<file path="src/rtl/button_pkg.sv">
// Shared types, default timing and counter sizing for the button conditioner.
package button_pkg;

   typedef enum logic [1:0] {
      S_IDLE     = 2'd0,
      S_PRESS_DB = 2'd1,
      S_HELD     = 2'd2,
      S_REL_DB   = 2'd3
   } btn_state_t;

   localparam int unsigned DEF_N_CH            = 4;
   localparam int unsigned DEF_SYNC_STAGES     = 2;
   localparam int unsigned DEF_DEBOUNCE_CYCLES = 16;
   localparam int unsigned DEF_REPEAT_DELAY    = 5000000;
   localparam int unsigned DEF_REPEAT_PERIOD   = 1000000;

   // Bits needed to hold the largest of the three timing values.
   function automatic int unsigned cnt_width(input int unsigned a,
                                             input int unsigned b,
                                             input int unsigned c);
      int unsigned m;
      m = a;
      if (b > m) m = b;
      if (c > m) m = c;
      return $clog2(m + 1);
   endfunction

endpackage

</file>
<file path="src/rtl/button_channel.sv">
// One button channel: input synchroniser, debounce FSM, registered press/release/repeat pulses.
module button_channel
   import button_pkg::*;
#(
   parameter int unsigned SYNC_STAGES     = DEF_SYNC_STAGES,
   parameter int unsigned DEBOUNCE_CYCLES = DEF_DEBOUNCE_CYCLES,
   parameter int unsigned REPEAT_DELAY    = DEF_REPEAT_DELAY,
   parameter int unsigned REPEAT_PERIOD   = DEF_REPEAT_PERIOD
) (
   input  logic Clk,
   input  logic Resetn,
   input  logic Bi,
   input  logic RepeatEn,
   output logic Press,
   output logic Rpt,
   output logic Release,
   output logic Level
);

   localparam int unsigned   CW       = cnt_width(DEBOUNCE_CYCLES, REPEAT_DELAY, REPEAT_PERIOD);
   localparam logic [CW-1:0] DB_LAST  = CW'(DEBOUNCE_CYCLES - 1);
   localparam logic [CW-1:0] DLY_LAST = CW'(REPEAT_DELAY - 1);
   localparam logic [CW-1:0] PER_LAST = CW'(REPEAT_PERIOD - 1);
   localparam logic [CW-1:0] CNT_MAX  = '1;

   logic [SYNC_STAGES-1:0] sync_q;
   logic                   bs;
   btn_state_t             state_q, state_d;
   logic [CW-1:0]          db_cnt_q, db_cnt_d;
   logic [CW-1:0]          rp_cnt_q, rp_cnt_d;
   logic                   rp_phase_q, rp_phase_d;
   logic                   press_d, rpt_d, rel_d, level_d;

   function automatic logic [CW-1:0] sat_inc(input logic [CW-1:0] v);
      return (v == CNT_MAX) ? v : v + CW'(1);
   endfunction

   assign bs = sync_q[SYNC_STAGES-1];

   always_ff @(posedge Clk or negedge Resetn) begin
      if (!Resetn) begin
         sync_q <= '0;
      end else begin
         sync_q[0] <= Bi;
         for (int unsigned i = 1; i < SYNC_STAGES; i++) begin
            sync_q[i] <= sync_q[i-1];
         end
      end
   end

   always_comb begin
      state_d    = state_q;
      db_cnt_d   = db_cnt_q;
      rp_cnt_d   = rp_cnt_q;
      rp_phase_d = rp_phase_q;
      press_d    = 1'b0;
      rpt_d      = 1'b0;
      rel_d      = 1'b0;
      case (state_q)
         S_IDLE: begin
            db_cnt_d   = '0;
            rp_cnt_d   = '0;
            rp_phase_d = 1'b0;
            if (bs) begin
               db_cnt_d = CW'(1);
               if (DEBOUNCE_CYCLES == 1) begin
                  state_d = S_HELD;
                  press_d = 1'b1;
               end else begin
                  state_d = S_PRESS_DB;
               end
            end
         end
         S_PRESS_DB: begin
            if (!bs) begin
               state_d  = S_IDLE;
               db_cnt_d = '0;
            end else if (db_cnt_q >= DB_LAST) begin
               state_d    = S_HELD;
               press_d    = 1'b1;
               rp_cnt_d   = '0;
               rp_phase_d = 1'b0;
            end else begin
               db_cnt_d = sat_inc(db_cnt_q);
            end
         end
         S_HELD: begin
            // Repeat counting only on edges that stay held, so Rpt cannot share an edge with Release.
            if (!bs) begin
               db_cnt_d = CW'(1);
               if (DEBOUNCE_CYCLES == 1) begin
                  state_d = S_IDLE;
                  rel_d   = 1'b1;
               end else begin
                  state_d = S_REL_DB;
               end
            end else if (RepeatEn) begin
               if (rp_cnt_q >= (rp_phase_q ? PER_LAST : DLY_LAST)) begin
                  rpt_d      = 1'b1;
                  rp_cnt_d   = '0;
                  rp_phase_d = 1'b1;
               end else begin
                  rp_cnt_d = sat_inc(rp_cnt_q);
               end
            end
         end
         S_REL_DB: begin
            if (bs) begin
               state_d = S_HELD;
            end else if (db_cnt_q >= DB_LAST) begin
               state_d = S_IDLE;
               rel_d   = 1'b1;
            end else begin
               db_cnt_d = sat_inc(db_cnt_q);
            end
         end
         default: begin
            state_d    = S_IDLE;
            db_cnt_d   = '0;
            rp_cnt_d   = '0;
            rp_phase_d = 1'b0;
         end
      endcase
      if (!RepeatEn) begin
         rp_cnt_d   = '0;
         rp_phase_d = 1'b0;
      end
      level_d = (state_d == S_HELD) || (state_d == S_REL_DB);
   end

   always_ff @(posedge Clk or negedge Resetn) begin
      if (!Resetn) begin
         state_q    <= S_IDLE;
         db_cnt_q   <= '0;
         rp_cnt_q   <= '0;
         rp_phase_q <= 1'b0;
         Press      <= 1'b0;
         Rpt        <= 1'b0;
         Release    <= 1'b0;
         Level      <= 1'b0;
      end else begin
         state_q    <= state_d;
         db_cnt_q   <= db_cnt_d;
         rp_cnt_q   <= rp_cnt_d;
         rp_phase_q <= rp_phase_d;
         Press      <= press_d;
         Rpt        <= rpt_d;
         Release    <= rel_d;
         Level      <= level_d;
      end
   end

endmodule

</file>
<file path="src/rtl/button_conditioner.sv">
// Multi-channel button front end: one independent button_channel per input bit.
module button_conditioner
   import button_pkg::*;
#(
   parameter int unsigned N_CH            = DEF_N_CH,
   parameter int unsigned SYNC_STAGES     = DEF_SYNC_STAGES,
   parameter int unsigned DEBOUNCE_CYCLES = DEF_DEBOUNCE_CYCLES,
   parameter int unsigned REPEAT_DELAY    = DEF_REPEAT_DELAY,
   parameter int unsigned REPEAT_PERIOD   = DEF_REPEAT_PERIOD
) (
   input  logic            Clk,
   input  logic            Resetn,
   input  logic [N_CH-1:0] Bis,
   input  logic [N_CH-1:0] RepeatEn,
   output logic [N_CH-1:0] Press,
   output logic [N_CH-1:0] Rpt,
   output logic [N_CH-1:0] Release,
   output logic [N_CH-1:0] Level
);

   for (genvar i = 0; i < N_CH; i++) begin : g_ch
      button_channel #(
         .SYNC_STAGES    (SYNC_STAGES),
         .DEBOUNCE_CYCLES(DEBOUNCE_CYCLES),
         .REPEAT_DELAY   (REPEAT_DELAY),
         .REPEAT_PERIOD  (REPEAT_PERIOD)
      ) u_ch (
         .Clk     (Clk),
         .Resetn  (Resetn),
         .Bi      (Bis[i]),
         .RepeatEn(RepeatEn[i]),
         .Press   (Press[i]),
         .Rpt     (Rpt[i]),
         .Release (Release[i]),
         .Level   (Level[i])
      );
   end

endmodule
</file>
<file path="config.mk">
export PLATFORM = sky130hd
export DESIGN_NAME = button_conditioner
export DESIGN_NICKNAME = d
export VERILOG_FILES = /design/src/rtl/button_pkg.sv /design/src/rtl/button_channel.sv /design/src/rtl/button_conditioner.sv
export SDC_FILE = /design/constraint.sdc
export NUM_CORES = 1
export LEC_CHECK = 0
export BUFFER_PORTS_ARGS = -buffer_cell sky130_fd_sc_hd__buf_2
export CAP_MARGIN = 10
export CORE_UTILIZATION = 40
export DETAILED_ROUTE_END_ITERATION = 16
export PLACE_DENSITY = 0.62
export SETUP_SLACK_MARGIN = 0.2
export SLEW_MARGIN = 0
export SYNTH_ARGS = -nofsm -noshare
export SYNTH_HDL_FRONTEND = slang
export SYNTH_SLANG_ARGS = --single-unit
</file>
<file path="constraint.sdc">
create_clock -name Clk -period 4.8 [get_ports Clk]
set_clock_uncertainty 0.05 [all_clocks]
set_input_delay 0.24 -clock Clk [delete_from_list [all_inputs] [get_ports Clk]]
set_output_delay 0.24 -clock Clk [all_outputs]
set_load 0.005 [all_outputs]
</file>
# Word-level counts from Yosys, hierarchy flattened

Index checks and enable logic that the tools add are counted.

Flip-flop bits (word level): 220
Input bits: 10
Output and inout bits: 16
Logic and storage cells: 280

$add $sub $neg: 8
$lt $le $gt $ge: 8
Eq/ne operators: 60
Multiplexer cells: 148
Reduce and logical (&&, ||, !) cells: 20

Operators by type and width:

| cell                    | count |
|---|---|
| $mux W23                | 48 |
| $pmux W23 S4            | 4 |
| $pmux W23 S3            | 4 |
| $add A23 B1 Y23 const B | 8 |
| $eq A23 B23 Y1 const B  | 8 |
| $ge A23 B23 Y1          | 4 |
| $ge A23 B4 Y1 const B   | 4 |
| $mux W1                 | 60 |
| $mux W2                 | 24 |
| $ne A3 B2 Y1 const B    | 16 |
| $reduce_and A5 Y1       | 8 |
| $eq A2 B2 Y1 const B    | 16 |
| $pmux W2 S4             | 4 |
| $ne A2 B2 Y1 const B    | 8 |
| $ne A4 B1 Y1 const B    | 4 |
| $ne A4 B3 Y1 const B    | 4 |
| $pmux W1 S3             | 4 |
| $eq A2 B1 Y1 const B    | 4 |
| $logic_not A2 Y1        | 4 |
| $reduce_and A2 Y1       | 4 |
| $logic_or A1 B1 Y1      | 4 |

# Depth between registers and ports, before layout

Depth after elaboration: 6
Depth in mapped cells: 10
Gate-level depth less buffers: 8

# Cells and area by module

A second synthesis with hierarchy kept.

Cell total of the unflattened synthesis: 1270
Area total of the unflattened synthesis: 12425.7 µm²

Modules (own cells, without submodules):

| module                            | instances | cells each | area each (µm²) | sequential area each (µm²) |
|---|---|---|---|---|
| button_channel (g_ch[0].u_ch ...) | 2         | 320        | 3156.8          | 1376.3 |
| button_channel (g_ch[1].u_ch)     | 1         | 316        | 3103.0          | 1376.3 |
| button_channel (g_ch[3].u_ch)     | 1         | 314        | 3009.1          | 1376.3 |

# Worst setup path after synthesis

Ideal clock, no wire load.

Kind: flip-flop to flip-flop
From: register g_ch[2].u_ch.rp_phase_q
To: register g_ch[2].u_ch.rp_cnt_q[20]
Library setup time: 0.077 ns
Arrival time: 2.164 ns
Data required time: 4.673 ns
Slack: 2.509 ns
Cell stages (with the launch flop): 11
Buffers on the path: 2
Clock period less this slack: 2.291 ns
Cell sequence: dfrtp_1 inv_1 ha_1 a311o_1 a21o_1 a211oi_1 nand3_1 and2_1 buf_2 buf_2 a21oi_1

Word-level cells in the longest chain between the ends: 6
Elaborated cells between the ends (all ways): 8
Classes of those cells: order compare (1); eq/ne (1); mux (5); reduce/logical (1)

Ends and longest elaborated chain:

| what                   | line                  | RTL |
|---|---|---|
| from (decl)            | button_channel.sv:31  | `logic rp_phase_q, rp_phase_d;` |
| from (signal assigned) | button_channel.sv:145 | `rp_phase_q <= rp_phase_d;` |
| $mux W23 (*)           | button_channel.sv:98  | `if (rp_cnt_q >= (rp_phase_q ? PER_LAST : DLY_LAST)) begin` |
| $ge A23 B23 Y1 (*)     | button_channel.sv:98  |  |
| $mux W23               | button_channel.sv:98  |  |
| $mux W23               | button_channel.sv:89  | `if (!bs) begin` |
| $pmux W23 S3           | button_channel.sv:59  | `case (state_q)` |
| $mux W23               | button_channel.sv:124 | `if (!RepeatEn) begin` |
| to (signal assigned)   | button_channel.sv:144 | `rp_cnt_q <= rp_cnt_d;` |
| to (decl)              | button_channel.sv:30  | `logic [CW-1:0] rp_cnt_q, rp_cnt_d;` |

Mark *: on every way between the ends. The rest lies on a longest branch, timed or not. The select of a mux whose other input is x is not followed.
A chain may end at the register's enable or synchronous reset.

# Worst setup path after layout

From: register g_ch[0].u_ch.rp_cnt_q[0]
To: register g_ch[0].u_ch.rp_cnt_q[16]

Word-level cells in the longest chain between the ends: 6
Elaborated cells between the ends (all ways): 10
Classes of those cells: add/sub (1); order compare (1); eq/ne (2); mux (5); reduce/logical (1)

Ends and longest elaborated chain:

| what                   | line                  | RTL |
|---|---|---|
| from (decl)            | button_channel.sv:30  |  |
| from (signal assigned) | button_channel.sv:144 |  |
| $add A23 B1 Y23        | button_channel.sv:35  | `return (v == CNT_MAX) ? v : v + CW'(1);` |
| $mux W23               | button_channel.sv:35  |  |
| $mux W23               | button_channel.sv:98  |  |
| $mux W23               | button_channel.sv:89  |  |
| $pmux W23 S3           | button_channel.sv:59  |  |
| $mux W23               | button_channel.sv:124 |  |

Parallel ways exist; a longest one is shown, timed or not. The select of a mux whose other input is x is not followed.

==> impl_metrics.tcl <==
set metrics [dict create \
    grt_overflow 0 \
    outcome "finished clean" \
    setup_viol 0 \
    cts_tree "done" \
    p_leak_nw 5.32 \
    drc 0 \
    drt-wirelength-per-cell_um 15.3 \
    synthCells 1112 \
    hp-class "in -> async" \
    syn2layout_area_growth_pct 11.3 \
    syn_area_um2 11100 \
    cp-start-kind "flop" \
    gp_congestion 0.818 \
    power_w 0.00394 \
    htreeDepth 1 \
    post_cts_resized 0 \
    syn_avg_cell_area_um2 9.95 \
    fin_ws_ps 1970 \
    dr.pass1.iters 5 \
    cts_setup_buffers 0 \
    wl_um 22700 \
    initial_core_util_pct 40.9 \
    syn_nets 1150 \
    fp.dieH_um 168 \
    rows 60 \
    grt_usage_pct 16.4 \
    die_w_um 168 \
    worst-r2r-cell-count 7 \
    cp_max_fo 11 \
    cp.arrival_ps 3160 \
    root_buffer "clkbuf_16" \
    synth.yosys.seq_area_share_pct 49.7 \
    finalCritPeriodShare_pct 59.0 \
    fin_setup_tns_ps 0 \
    diodes 0 \
    power_density_nw_per_um2 320 \
    synth-edff-count 0 \
    async_flop_share_pct 100 \
    r2r_start "g_ch[0].u_ch.rp_cnt_q[0]" \
    worstMarginPinSlew_ps 925 \
    hold-worst-slack_ps 266 \
    crit_start "g_ch[0].u_ch.rp_cnt_q[0]" \
    dp_slack_ps 2010 \
    cap_viol_max_count 0 \
    worstPathRequired_ps 5120 \
    ys_types 73 \
    ys_warn_count 0 \
    vias 8392 \
    grt_max_degree 120 \
    max_freq_mhz 353 \
    final_layout_size_suffix_gt1_share_pct 9.11 \
    grt_pass1_vias 8179 \
    ys_ff_latch 220 \
    dieArea_um2 28300 \
    clock_latency_ps 520 \
    drt_iter0_drc 611 \
    worstSetupPathType "reg -> reg" \
    fin_nets 1161 \
    crit_path_end_kind "flop" \
    ys_dominant_reg_cell "dfrtp_1" \
    ir_drop_mv 0.306 \
    reg2reg_slack_ps 1970 \
    io_pins 26 \
    vias_per_cell 5.66 \
    period_needed_ps 2830 \
    core_area_um2 27000 \
    grt_antenna_before_repair 0 \
    hpwl_um 14900 \
    ant_nets 0 \
    drv_slew 0 \
    relSlewSlack_pct 37.8 \
    grt_pass1_wl_um 39500 \
    grt_setup_unrepaired "no" \
    cts_sinks 220 \
    numCtsBuffers 25 \
    clk_path_buf_depth 3 \
    port_buffers 25 \
    hold_viol_final 0 \
    clk_pin_slew_ps 60 \
]
## final timing paths
| check | end |
|---|---|
| setup / recovery | g_ch[0].u_ch.rp_cnt_q[16] |
| hold / removal | g_ch[3].u_ch.rp_cnt_q[12] |
| setup reg to reg | g_ch[0].u_ch.rp_cnt_q[16] |
| hold reg to reg | g_ch[0].u_ch.sync_q[1] |
| max in group asynchronous | g_ch[2].u_ch.rp_cnt_q[1] |
| min in group Clk | g_ch[0].u_ch.sync_q[1] |
## critical path: stages (launching register included)
cell and delay [ps]:
dfrtp_1 430, ha_1 270, inv_1 70, or4_1 700, nor4_2 820, a2111oi_2 110
xnor2_1 180, nor2_1 60
## cells in the mapped netlist (27+ instances only)
cell	n	area, um2
clkbuf_1	28	105
nand3_1	50	250
o31ai_1	30	225
dfrtp_1	220	5510
and2_1	89	557
nand4_1	27	169
nand2_1	72	270
o21ai_0	45	225
ha_1	28	350
nor2_1	81	304
xnor2_1	27	236
a21oi_1	71	355
nor4_1	31	194
inv_1	28	105
or4_1	28	210
## per-layer routing
layer,wire (um),GRT usage [%]
met4,476,4.94
met3,714,2.09
met2,10200,26.2
met1,11300,23.3
met5,0,0
## final cells by class
class | count | area, um2
clock buffer | 27 | 643
clock inverter | 18 | 195
fill | 2570 | 14700
inverter | 29 | 109
multi-input combinational | 806 | 5150
sequential | 220 | 5510
tap | 341 | 427
timing repair buffer | 41 | 290
## state kept, by name, summed over array words and instances, names as in the netlist
name	flops
g_ch.u_ch.Level	4
g_ch.u_ch.Press	4
g_ch.u_ch.Release	4
g_ch.u_ch.Rpt	4
g_ch.u_ch.db_cnt_q	92
g_ch.u_ch.rp_cnt_q	92
g_ch.u_ch.rp_phase_q	4
g_ch.u_ch.state_q	8
g_ch.u_ch.sync_q	8
## report_power, final
group	internal (W)	switching [W]	total (W)
clock	0.00114	0.000798	0.00194
sequential	0.00186	0.0000161	0.00188
combinational	0.0000300	0.0000888	0.000119
## stage by stage
| stage | cells | utilization, % | cell area [um2] |
|---|---|---|---|
| after floorplan | 1112 | - | 11100 |
| after global placement | 1428 | 42.1 | 11400 |
| after detailed placement | 1428 | 42.1 | 11400 |
| after CTS | 1482 | 45.6 | 12300 |
| after global routing | 1482 | 45.6 | 12300 |
| final | 1482 | 45.6 | 12300 |
## kinds of logic (layout without fill, tap and decap cells)
| logic type | after synthesis | after routing | share of synthesized area [%] |
|---|---|---|---|
| buffers and inverters | 86 | 115 | 3.73 |
| AO/OA/AOI/OAI | 266 | 266 | 16.2 |
| flip-flops | 220 | 220 | 49.7 |
| adder cells (fa/ha/maj) | 28 | 28 | 3.17 |
| AND/OR/NAND/NOR | 475 | 475 | 24.0 |
| multiplexers | 10 | 10 | 0.972 |
| XOR/XNOR | 27 | 27 | 2.14 |
## repair_timing
action | 4_1_cts | 5_1_grt
endpoints found under the setup margin | 0 | 0
hold buffers | 9 | 0
endpoints found under the hold margin | 111 | 0
## cell usage in the layout, fill, tap and decap left out, types with 5 or more instances in the layout
cell,synthesis,routed
a211o_1,5,5
a211oi_1,23,23
a21o_1,8,8
a21oi_1,71,71
a22o_1,5,5
a31oi_1,15,15
a41oi_1,5,5
and2_1,89,89
and3_1,14,14
and4_1,12,12
buf_2,9,24
buf_4,19,6
clkbuf_16,0,25
clkinv_2,0,7
dfrtp_1,220,220
dlygate4sd3_1,0,9
ha_1,28,28
inv_1,28,28
mux2_2,6,6
nand2_1,72,72
nand2b_1,6,6
nand3_1,50,50
nand3b_1,8,8
nand4_1,27,27
nand4b_1,5,5
nor2_1,81,81
nor3_1,19,19
nor4_1,31,31
nor4b_1,8,8
o211ai_1,8,8
o21ai_0,45,45
o21bai_1,5,5
o31ai_1,30,30
or3_1,9,9
or4_1,28,28
xnor2_1,27,27
Power figures use the tool's default switching activity.
